==> config.mk <==
export PLATFORM = sky130hd
export DESIGN_NAME = fnd_scan_controller
export DESIGN_NICKNAME = d
export VERILOG_FILES = /design/src/rtl/fnd_scan_controller.sv
export SDC_FILE = /design/constraint.sdc
export NUM_CORES = 1
export LEC_CHECK = 0
export ABC_AREA = 1
export CAP_MARGIN = 20
export CORE_ASPECT_RATIO = 0.6
export CORE_MARGIN = 5
export CORE_UTILIZATION = 53
export DETAILED_ROUTE_END_ITERATION = 16
export PLACE_DENSITY = 0.76
export REMOVE_ABC_BUFFERS = 1
export SETUP_SLACK_MARGIN = 0.1
export SYNTH_ARGS = -nofsm -noshare
export SYNTH_HDL_FRONTEND = slang
export SYNTH_SLANG_ARGS = --single-unit
==> constraint.sdc <==
create_clock -name i_clk -period 2.06 [get_ports i_clk]
set_input_delay 0.309 -clock i_clk [delete_from_list [all_inputs] [get_ports i_clk]]
set_output_delay 0.309 -clock i_clk [all_outputs]
set_load 0.01 [all_outputs]
==> src/rtl/fnd_scan_controller.sv <==
`default_nettype none
// ============================================================================
//  Module   : fnd_scan_controller
//  Brief    : 4-digit FND refresh scheduler with per-slot blanking guard,
//             per-frame BCD snapshot and optional leading-zero blanking.
//  Revision : 1.0 - initial release
// ============================================================================
module fnd_scan_controller #(
   parameter int CLK_DIV      = 100_000,
   parameter int BLANK_CYCLES = 1_000
) (
   input  logic        i_clk,
   input  logic        i_reset_n,
   input  logic        i_Run,
   input  logic        i_LZB_En,
   input  logic [15:0] i_BCD_Data,
   output logic        o_Decoder_En,
   output logic [1:0]  o_DigitSelect,
   output logic [3:0]  o_BCD,
   output logic        o_Frame_Tick
);

   localparam int c_CNT_W       = (CLK_DIV > 2) ? $clog2(CLK_DIV) : 1;
   localparam int c_SHOW_CYCLES = CLK_DIV - BLANK_CYCLES;
   localparam logic [c_CNT_W-1:0] c_BLANK_LAST = c_CNT_W'(BLANK_CYCLES - 1);
   localparam logic [c_CNT_W-1:0] c_SHOW_LAST  = c_CNT_W'(c_SHOW_CYCLES - 1);

   typedef enum logic [1:0] {
      ST_IDLE  = 2'd0,
      ST_BLANK = 2'd1,
      ST_SHOW  = 2'd2
   } state_t;

   state_t             r_state;
   logic [c_CNT_W-1:0] r_cnt;
   logic [1:0]         r_digit;
   logic [15:0]        r_snap;

   logic               w_lzb_blank;
   logic [1:0]         w_digit_nxt;
   logic               w_wrap;
   logic [3:0]         w_bcd_nxt;

   function automatic logic [3:0] f_nibble(input logic [15:0] word, input logic [1:0] idx);
      case (idx)
         2'd0:    f_nibble = word[3:0];
         2'd1:    f_nibble = word[7:4];
         2'd2:    f_nibble = word[11:8];
         default: f_nibble = word[15:12];
      endcase
   endfunction

   // A digit is dark when it and every more significant nibble is zero.
   always_comb begin
      w_lzb_blank = 1'b0;
      case (r_digit)
         2'd1:    w_lzb_blank = i_LZB_En && (r_snap[15:4]  == 12'd0);
         2'd2:    w_lzb_blank = i_LZB_En && (r_snap[15:8]  == 8'd0);
         2'd3:    w_lzb_blank = i_LZB_En && (r_snap[15:12] == 4'd0);
         default: w_lzb_blank = 1'b0;
      endcase
   end

   assign w_digit_nxt = r_digit + 2'd1;
   assign w_wrap      = (r_digit == 2'd3);
   // On wrap the new snapshot is loaded in the same edge, so read the live word.
   assign w_bcd_nxt   = w_wrap ? i_BCD_Data[3:0] : f_nibble(r_snap, w_digit_nxt);

   always_ff @(posedge i_clk or negedge i_reset_n) begin
      if (!i_reset_n) begin
         r_state       <= ST_IDLE;
         r_cnt         <= '0;
         r_digit       <= 2'd0;
         r_snap        <= 16'd0;
         o_Decoder_En  <= 1'b0;
         o_DigitSelect <= 2'd0;
         o_BCD         <= 4'd0;
         o_Frame_Tick  <= 1'b0;
      end else if (!i_Run) begin
         r_state       <= ST_IDLE;
         r_cnt         <= '0;
         r_digit       <= 2'd0;
         o_Decoder_En  <= 1'b0;
         o_DigitSelect <= 2'd0;
         o_BCD         <= 4'd0;
         o_Frame_Tick  <= 1'b0;
      end else begin
         case (r_state)
            ST_IDLE: begin
               r_state       <= ST_BLANK;
               r_cnt         <= '0;
               r_digit       <= 2'd0;
               r_snap        <= i_BCD_Data;
               o_Decoder_En  <= 1'b0;
               o_DigitSelect <= 2'd0;
               o_BCD         <= i_BCD_Data[3:0];
               o_Frame_Tick  <= 1'b1;
            end
            ST_BLANK: begin
               o_Frame_Tick <= 1'b0;
               if (r_cnt == c_BLANK_LAST) begin
                  r_state      <= ST_SHOW;
                  r_cnt        <= '0;
                  o_Decoder_En <= ~w_lzb_blank;
               end else begin
                  r_cnt        <= r_cnt + 1'b1;
                  o_Decoder_En <= 1'b0;
               end
            end
            ST_SHOW: begin
               if (r_cnt == c_SHOW_LAST) begin
                  r_state       <= ST_BLANK;
                  r_cnt         <= '0;
                  r_digit       <= w_digit_nxt;
                  o_Decoder_En  <= 1'b0;
                  o_DigitSelect <= w_digit_nxt;
                  o_BCD         <= w_bcd_nxt;
                  o_Frame_Tick  <= w_wrap;
                  if (w_wrap) begin
                     r_snap <= i_BCD_Data;
                  end
               end else begin
                  r_cnt        <= r_cnt + 1'b1;
                  o_Decoder_En <= ~w_lzb_blank;
                  o_Frame_Tick <= 1'b0;
               end
            end
            default: begin
               r_state       <= ST_IDLE;
               r_cnt         <= '0;
               r_digit       <= 2'd0;
               o_Decoder_En  <= 1'b0;
               o_DigitSelect <= 2'd0;
               o_BCD         <= 4'd0;
               o_Frame_Tick  <= 1'b0;
            end
         endcase
      end
   end

endmodule
`default_nettype wire

Yosys cells after proc, flatten, opt, wreduce, memory -nomap -nowiden:

Index checks and enable logic that the tools add are counted.

* register bits: 43
* latch bits: 0
* RAM bits: 0
* bits in read-only memories: 0
* input bits: 20
* output and inout port bits: 8
* word-level logic and storage cells: 63
* memories kept: 0

* add/subtract/negate cells: 2
* multiply operators: 0
* div/mod/pow operators: 0
* $lt $le $gt $ge: 0
* equal/unequal tests: 14
* shifts and indexed selects: 0
* mux-type cells: 27
* bitwise operators: 1
* reductions and logical operators: 12

Operators with widths (number)
* 17-bit two-way mux: 3
* 17-bit one-hot mux with 2 select lines: 1
* 16-bit two-way mux: 2
* 16-bit one-hot mux with 2 select lines: 1
* 4-bit one-hot mux with 3 select lines: 2
* 17-bit by 1-bit adder with 17-bit output (second input constant): 1
* 17-bit by 10-bit == test with 1-bit output (second input constant): 1
* 17-bit == test (second input constant): 1
* 12-bit logical NOT: 1
* 4-bit two-way mux: 3
* 2-bit two-way mux: 5
* 2-bit == test (second input constant): 4
* 8-bit logical NOT: 1
* 2-bit by 1-bit == test with 1-bit output (second input constant): 3
* 2-bit inequality test (second input constant): 3
* 3-bit inequality test (second input constant): 2
* 2-bit one-hot mux with 3 select lines: 1
* 1-bit two-way mux: 5
* 2-bit logical NOT: 2
* 4-bit logical NOT: 1
* 1-bit one-hot mux with 2 select lines: 2
* 2-bit one-hot mux with 2 select lines: 1
* 2-bit AND reduction: 2
* 4-bit AND reduction: 1
* other kinds (5): 7

Logic depth before layout (Yosys ltp):

* word-level depth: 7
* gate-level depth with buffers: 12
* gate-level depth less buffers: 10

Least setup slack after synthesis:

Ideal clock, no wire load.

* kind: register -> register
* start point: reg r_state[0]
* end point: reg o_BCD[0]
* setup time: 76 ps
* arrival time: 1408 ps
* data required time: 1984 ps
* path slack: 576 ps
* cell stages (with the launch flop): 9
* buffers on the path: 0
* clock period less this slack: 1484 ps
* path through: dfrtp_1 inv_1 ha_1 inv_1 o21ai_0 nand2_1 nand2_1 nand2_1 o21ai_1

* word-level cells in the longest chain between the ends: 3
* elaborated cells on any way between the ends: 8
* those cells by class: eq/ne (4); mux (2); reduce/logical (2)

Ends and longest elaborated chain
* from (decl): RTL line 34 `state_t r_state;`
* from (signal assigned): RTL line 71 `r_state <= ST_IDLE;`
* from (signal assigned): RTL line 80 `r_state <= ST_IDLE;`
* from (signal assigned): RTL line 90 `r_state <= ST_BLANK;`
* 2-bit == test, or another cell as far along: RTL line 88 `case (r_state)`
* 4-bit one-hot mux with 3 select lines, or another cell as far along: RTL line 88
* 4-bit two-way mux or 2-bit AND reduction (tied branches)
* to (signal assigned): RTL line 96 `o_BCD <= i_BCD_Data[3:0];`
* to (signal assigned): RTL line 117 `o_BCD <= w_bcd_nxt;`
* to (decl): RTL line 19 `output logic [3:0] o_BCD,`

Parallel ways exist; a longest one is shown, timed or not.
A chain may end at the register's enable or synchronous reset.

Final worst setup path:

* start point: reg r_state[0]
* end point: reg o_BCD[2]

The elaborated chain is that of the path after synthesis.

==> impl_results.md <==
- Layout area overhead: 16.76%
- Total area of multi-input combinational cells: 0.001152 sq mm
- Maximum root-to-sink buffer count: 2
- Cell leakage power: 1.285 nW
- Hold Crit Class: flop to flop
- CTS H-tree depth: 2
- Cell chosen for the clock root: clkbuf_8
- Relative max-transition margin: 0.6371
- Crit-path max cell delay: 0.46 ns
- Clock insertion delay at the later pin of the skew report: 0.29 ns
- Portion of total power attributed to the clock network: 0.209
- Category of the worst setup path launch point: flop
- Final GP Congestion: 0.9250
- CP dominant cell by count: nand2_1
- Number of antenna violations at the first check in global routing: 0
- Crit path max-delay cell type: o21ai_0
- Top_reg_cell synth: dfrtp_1
- Number of global-route vias before repair: 1807
- Sum of buffers and inverters on the critical path: 2
- Overall routing resource usage: 0.1943
- Global-route wire length before repair: 8597 um
- MaxCap Viol Count: 0
- Total count of hold-check failures in the final report: 0
- Final Max Tran Viols: 0
- Register area: 975.9 sq um
- # resized after CTS: 0
- Upper clock frequency limit: 0.5688 GHz
- Area share of the largest cell type after synthesis: 0.4164
- Number of distinct library cells after synthesis: 27
- Kind of cell with the highest combined delay on the critical path: compound AO/OA/AOI/OAI gates
- FP Rows: 18
- Cell count after synthesis: 312
- WP data arrival: 1.96 ns
- Die width: 95.85 um
- Die height: 61.51 um
- Maximum number of pins on one net before global-route repair: 40
- Area of the core region: 0.004189 sq mm
- Final WL: 5151 um
- Iter 0 DRT Violations: 139
- Worst ir drop on vdd: 0.0005715 V
- Post-route antenna net violation count: 0
- Worst-case register-to-register setup slack: 0.30 ns
- First-pass detailed-route iteration total: 5
- Final clock skew: 0.008230 ns
- Initial cell density of the core: 0.5594
- Power per cell area: 937.2 mW/mm^2
- Proportion of register bits with asynchronous set or reset after synthesis: 1.000
- Critical path data required time: 2.26 ns
- Synth warnings: 0
- Crit. End Element: flop
- Clock tree sinks: 39
- Crit-path cells: inv_1 > ha_1 > inv_1 > o21ai_0 > nand2_1 > nand2_1 > nand2_1 > o21ai_1
- Switching share of power: 0.3811
- Post-detail-place hpwl: 3877 um
- Clock input transition at the sequential cells of the worst setup and hold paths: 0.07 ns
- WP depth: 8
- Reg-to-reg critical path endpoint: o_BCD[2]
- Internal power summed over all cells: 0.001587 W
- Routed wire length per instance: 12.81 um
- Antenna diodes: 0
- TritonCTS clock tree: done
- Number of setup violations in the final report: 0
- Ports placed on the boundary: 28
- Combinational fraction of design power: 0.357
- Number of cells on the worst reg-to-reg path: 8
- Setup repair after global routing missed its margin: no
- Number of enable-type register cells in the synthesized netlist: 0
- Start point of the worst min-delay path: o_BCD[1]
- TritonCTS buffer count: 5
- Final setup TNS: 0 ns
- Mapped Area: 0.002343 sq mm
- Largest driver fanout on the critical path: 5
- Synth top area cells: dfrtp_1 42%, nand2_1 15%, nand3_1 6.4%
- Critical path startpoint: r_state[0]
- FF+latch count, synth: 39
- Post-Synthesis Mean Instance Area: 7.511 sq um
- Instance count after placement with tap cells included: 393
- Number of nets in the finished design: 370
- Number of buffer cells added on primary ports: 27
- Sequential fraction of the synthesis area: 0.4164
- DRC violation count after routing: 0
- Net switching power figure: 0.0009773 W
- Category of the most critical setup path: flop to flop
- Worst setup path endpoint: o_BCD[2]
- DR vias: 2022
- Filler instances: 368
- Fraction of final layout cells sized beyond drive strength 1: 0.08187
- Via density: 5.030
- Worst slew pin tran: 0.5387 ns
- GRT Residual Overflow: 0
- Sequential share of power: 0.434
- Min cycle time layout: 1.758 ns
- Final cycle utilization of the critical path: 0.8535
- Reg2Reg Launch Point: r_state[0]
- Run status: finished, final reports clean
- Final std cells w/o fill: 402
- Library cell occupying the most area in the post-synthesis netlist: dfrtp_1
- Die footprint: 0.005895 sq mm
==> per-stage QoR <==
step	util	total power, W	cell area (sq um)	worst slack, ns	hold WS [ns]
floorplan	-	0.001717	2263	0.5845	0.01341
global placement	0.6281	0.002020	2631	0.2437	0.2892
detailed placement	0.6281	0.002040	2631	0.2084	0.2934
CTS	0.6532	0.002581	2736	0.3358	0.4923
global route	0.6532	0.002781	2736	0.1586	0.5161
finish	0.6532	0.002565	2736	0.3018	0.4882
==> tightest hold or removal path, cell delays in order (launching register included) <==
cell and delay, ns:
dfrtp_1 0.35, nand2_1 0.05, o21ai_1 0.06
==> state kept, by name, indices dropped and copies added, names as in the netlist <==
signal and flops:
o_BCD 4, o_Decoder_En 1, r_cnt 17, r_snap 12
r_state 2, r_digit 2, o_Frame_Tick 1
==> worst min-delay path by stage <==
stage / to / depth (start not counted)
floorplan: o_BCD[0] / 0
global placement: r_cnt[7] / 2
detailed placement: r_cnt[14] / 2
CTS: r_cnt[0] / 1
global route: r_cnt[0] / 1
finish: o_BCD[1] / 2
==> final cells by class <==
cell class	instances	share of cell area
timing repair buffer	30	0.1107
inverter	36	0.04938
clock buffer	7	0.03155
sequential	39	0.3567
multi-input combinational	229	0.4211
tap	60	0.02743
clock inverter	1	0.003201
==> power groups by stage <==
| stage | Combinational (W) | Clock (W) | Sequential (W) |
|---|---|---|---|
| floorplan | 0.000628 | 0 | 0.00109 |
| global placement | 0.000900 | 0 | 0.00112 |
| detailed placement | 0.000917 | 0 | 0.00112 |
| CTS | 0.000923 | 0.000547 | 0.00111 |
| global route | 0.00105 | 0.000599 | 0.00113 |
| finish | 0.000915 | 0.000536 | 0.00111 |
==> layer usage <==
metal / global-route usage / wire, um / up-vias
met3: 0.04640 / 396 / 4
li1: - / - / 1031
met4: 0.04453 / 24 / 0
met2: 0.2480 / 1933 / 72
met5: 0 / 0 / -
met1: 0.3201 / 2797 / 915
==> cell usage after synthesis, types with 3 or more instances <==
| cell | number |
|---|---|
| clkinv_1 | 4 |
| nor2_1 | 40 |
| nand3_1 | 30 |
| o21ai_1 | 8 |
| o21ai_0 | 3 |
| o211ai_1 | 4 |
| dfrtp_1 | 39 |
| nand2_2 | 9 |
| nand2_1 | 96 |
| inv_2 | 3 |
| inv_1 | 29 |
| nor3_1 | 5 |
| xnor2_1 | 3 |
| nand4_1 | 5 |
| ha_1 | 9 |
| xor2_1 | 9 |
==> cell usage in the layout (no fill, tap or decap) <==
master | synthesis | routed
nand2_1 | 96 | 96
nor2_1 | 40 | 40
dfrtp_1 | 39 | 39
nand3_1 | 30 | 30
inv_1 | 29 | 29
clkdlybuf4s50_1 | 0 | 26
nand2_2 | 9 | 9
xor2_1 | 9 | 9
ha_1 | 9 | 9
o21ai_1 | 8 | 8
clkbuf_8 | 0 | 6
nand4_1 | 5 | 5
nor3_1 | 5 | 5
clkinv_1 | 4 | 4
o211ai_1 | 4 | 4
inv_2 | 3 | 3
xnor2_1 | 3 | 3
o21ai_0 | 3 | 3
nor2_2 | 2 | 2
nand2_4 | 2 | 2
nand3_2 | 1 | 1
a21oi_1 | 1 | 1
nor4_1 | 1 | 1
nand2_8 | 1 | 1
clkbuf_1 | 1 | 1
clkinv_4 | 0 | 1
dlygate4sd3_1 | 0 | 1
buf_2 | 2 | 1
buf_12 | 2 | 1
buf_4 | 2 | 1
==> repair_timing <==
action | 4_1_cts | 5_1_grt
setup buffers | 0 | 0
setup endpoints to repair | 0 | 0
hold buffers | 1 | 0
endpoints found under the hold margin | 39 | 0
==> cell families after synthesis <==
family          Yosys count  synth area share
compound gates           16           0.03844
xor+xnor                 12           0.04485
flops                    39            0.4164
buf+inv                  44           0.09182
simple gates            192            0.3604
fa+ha+maj                 9           0.04805
Power figures use the tool's default switching activity.
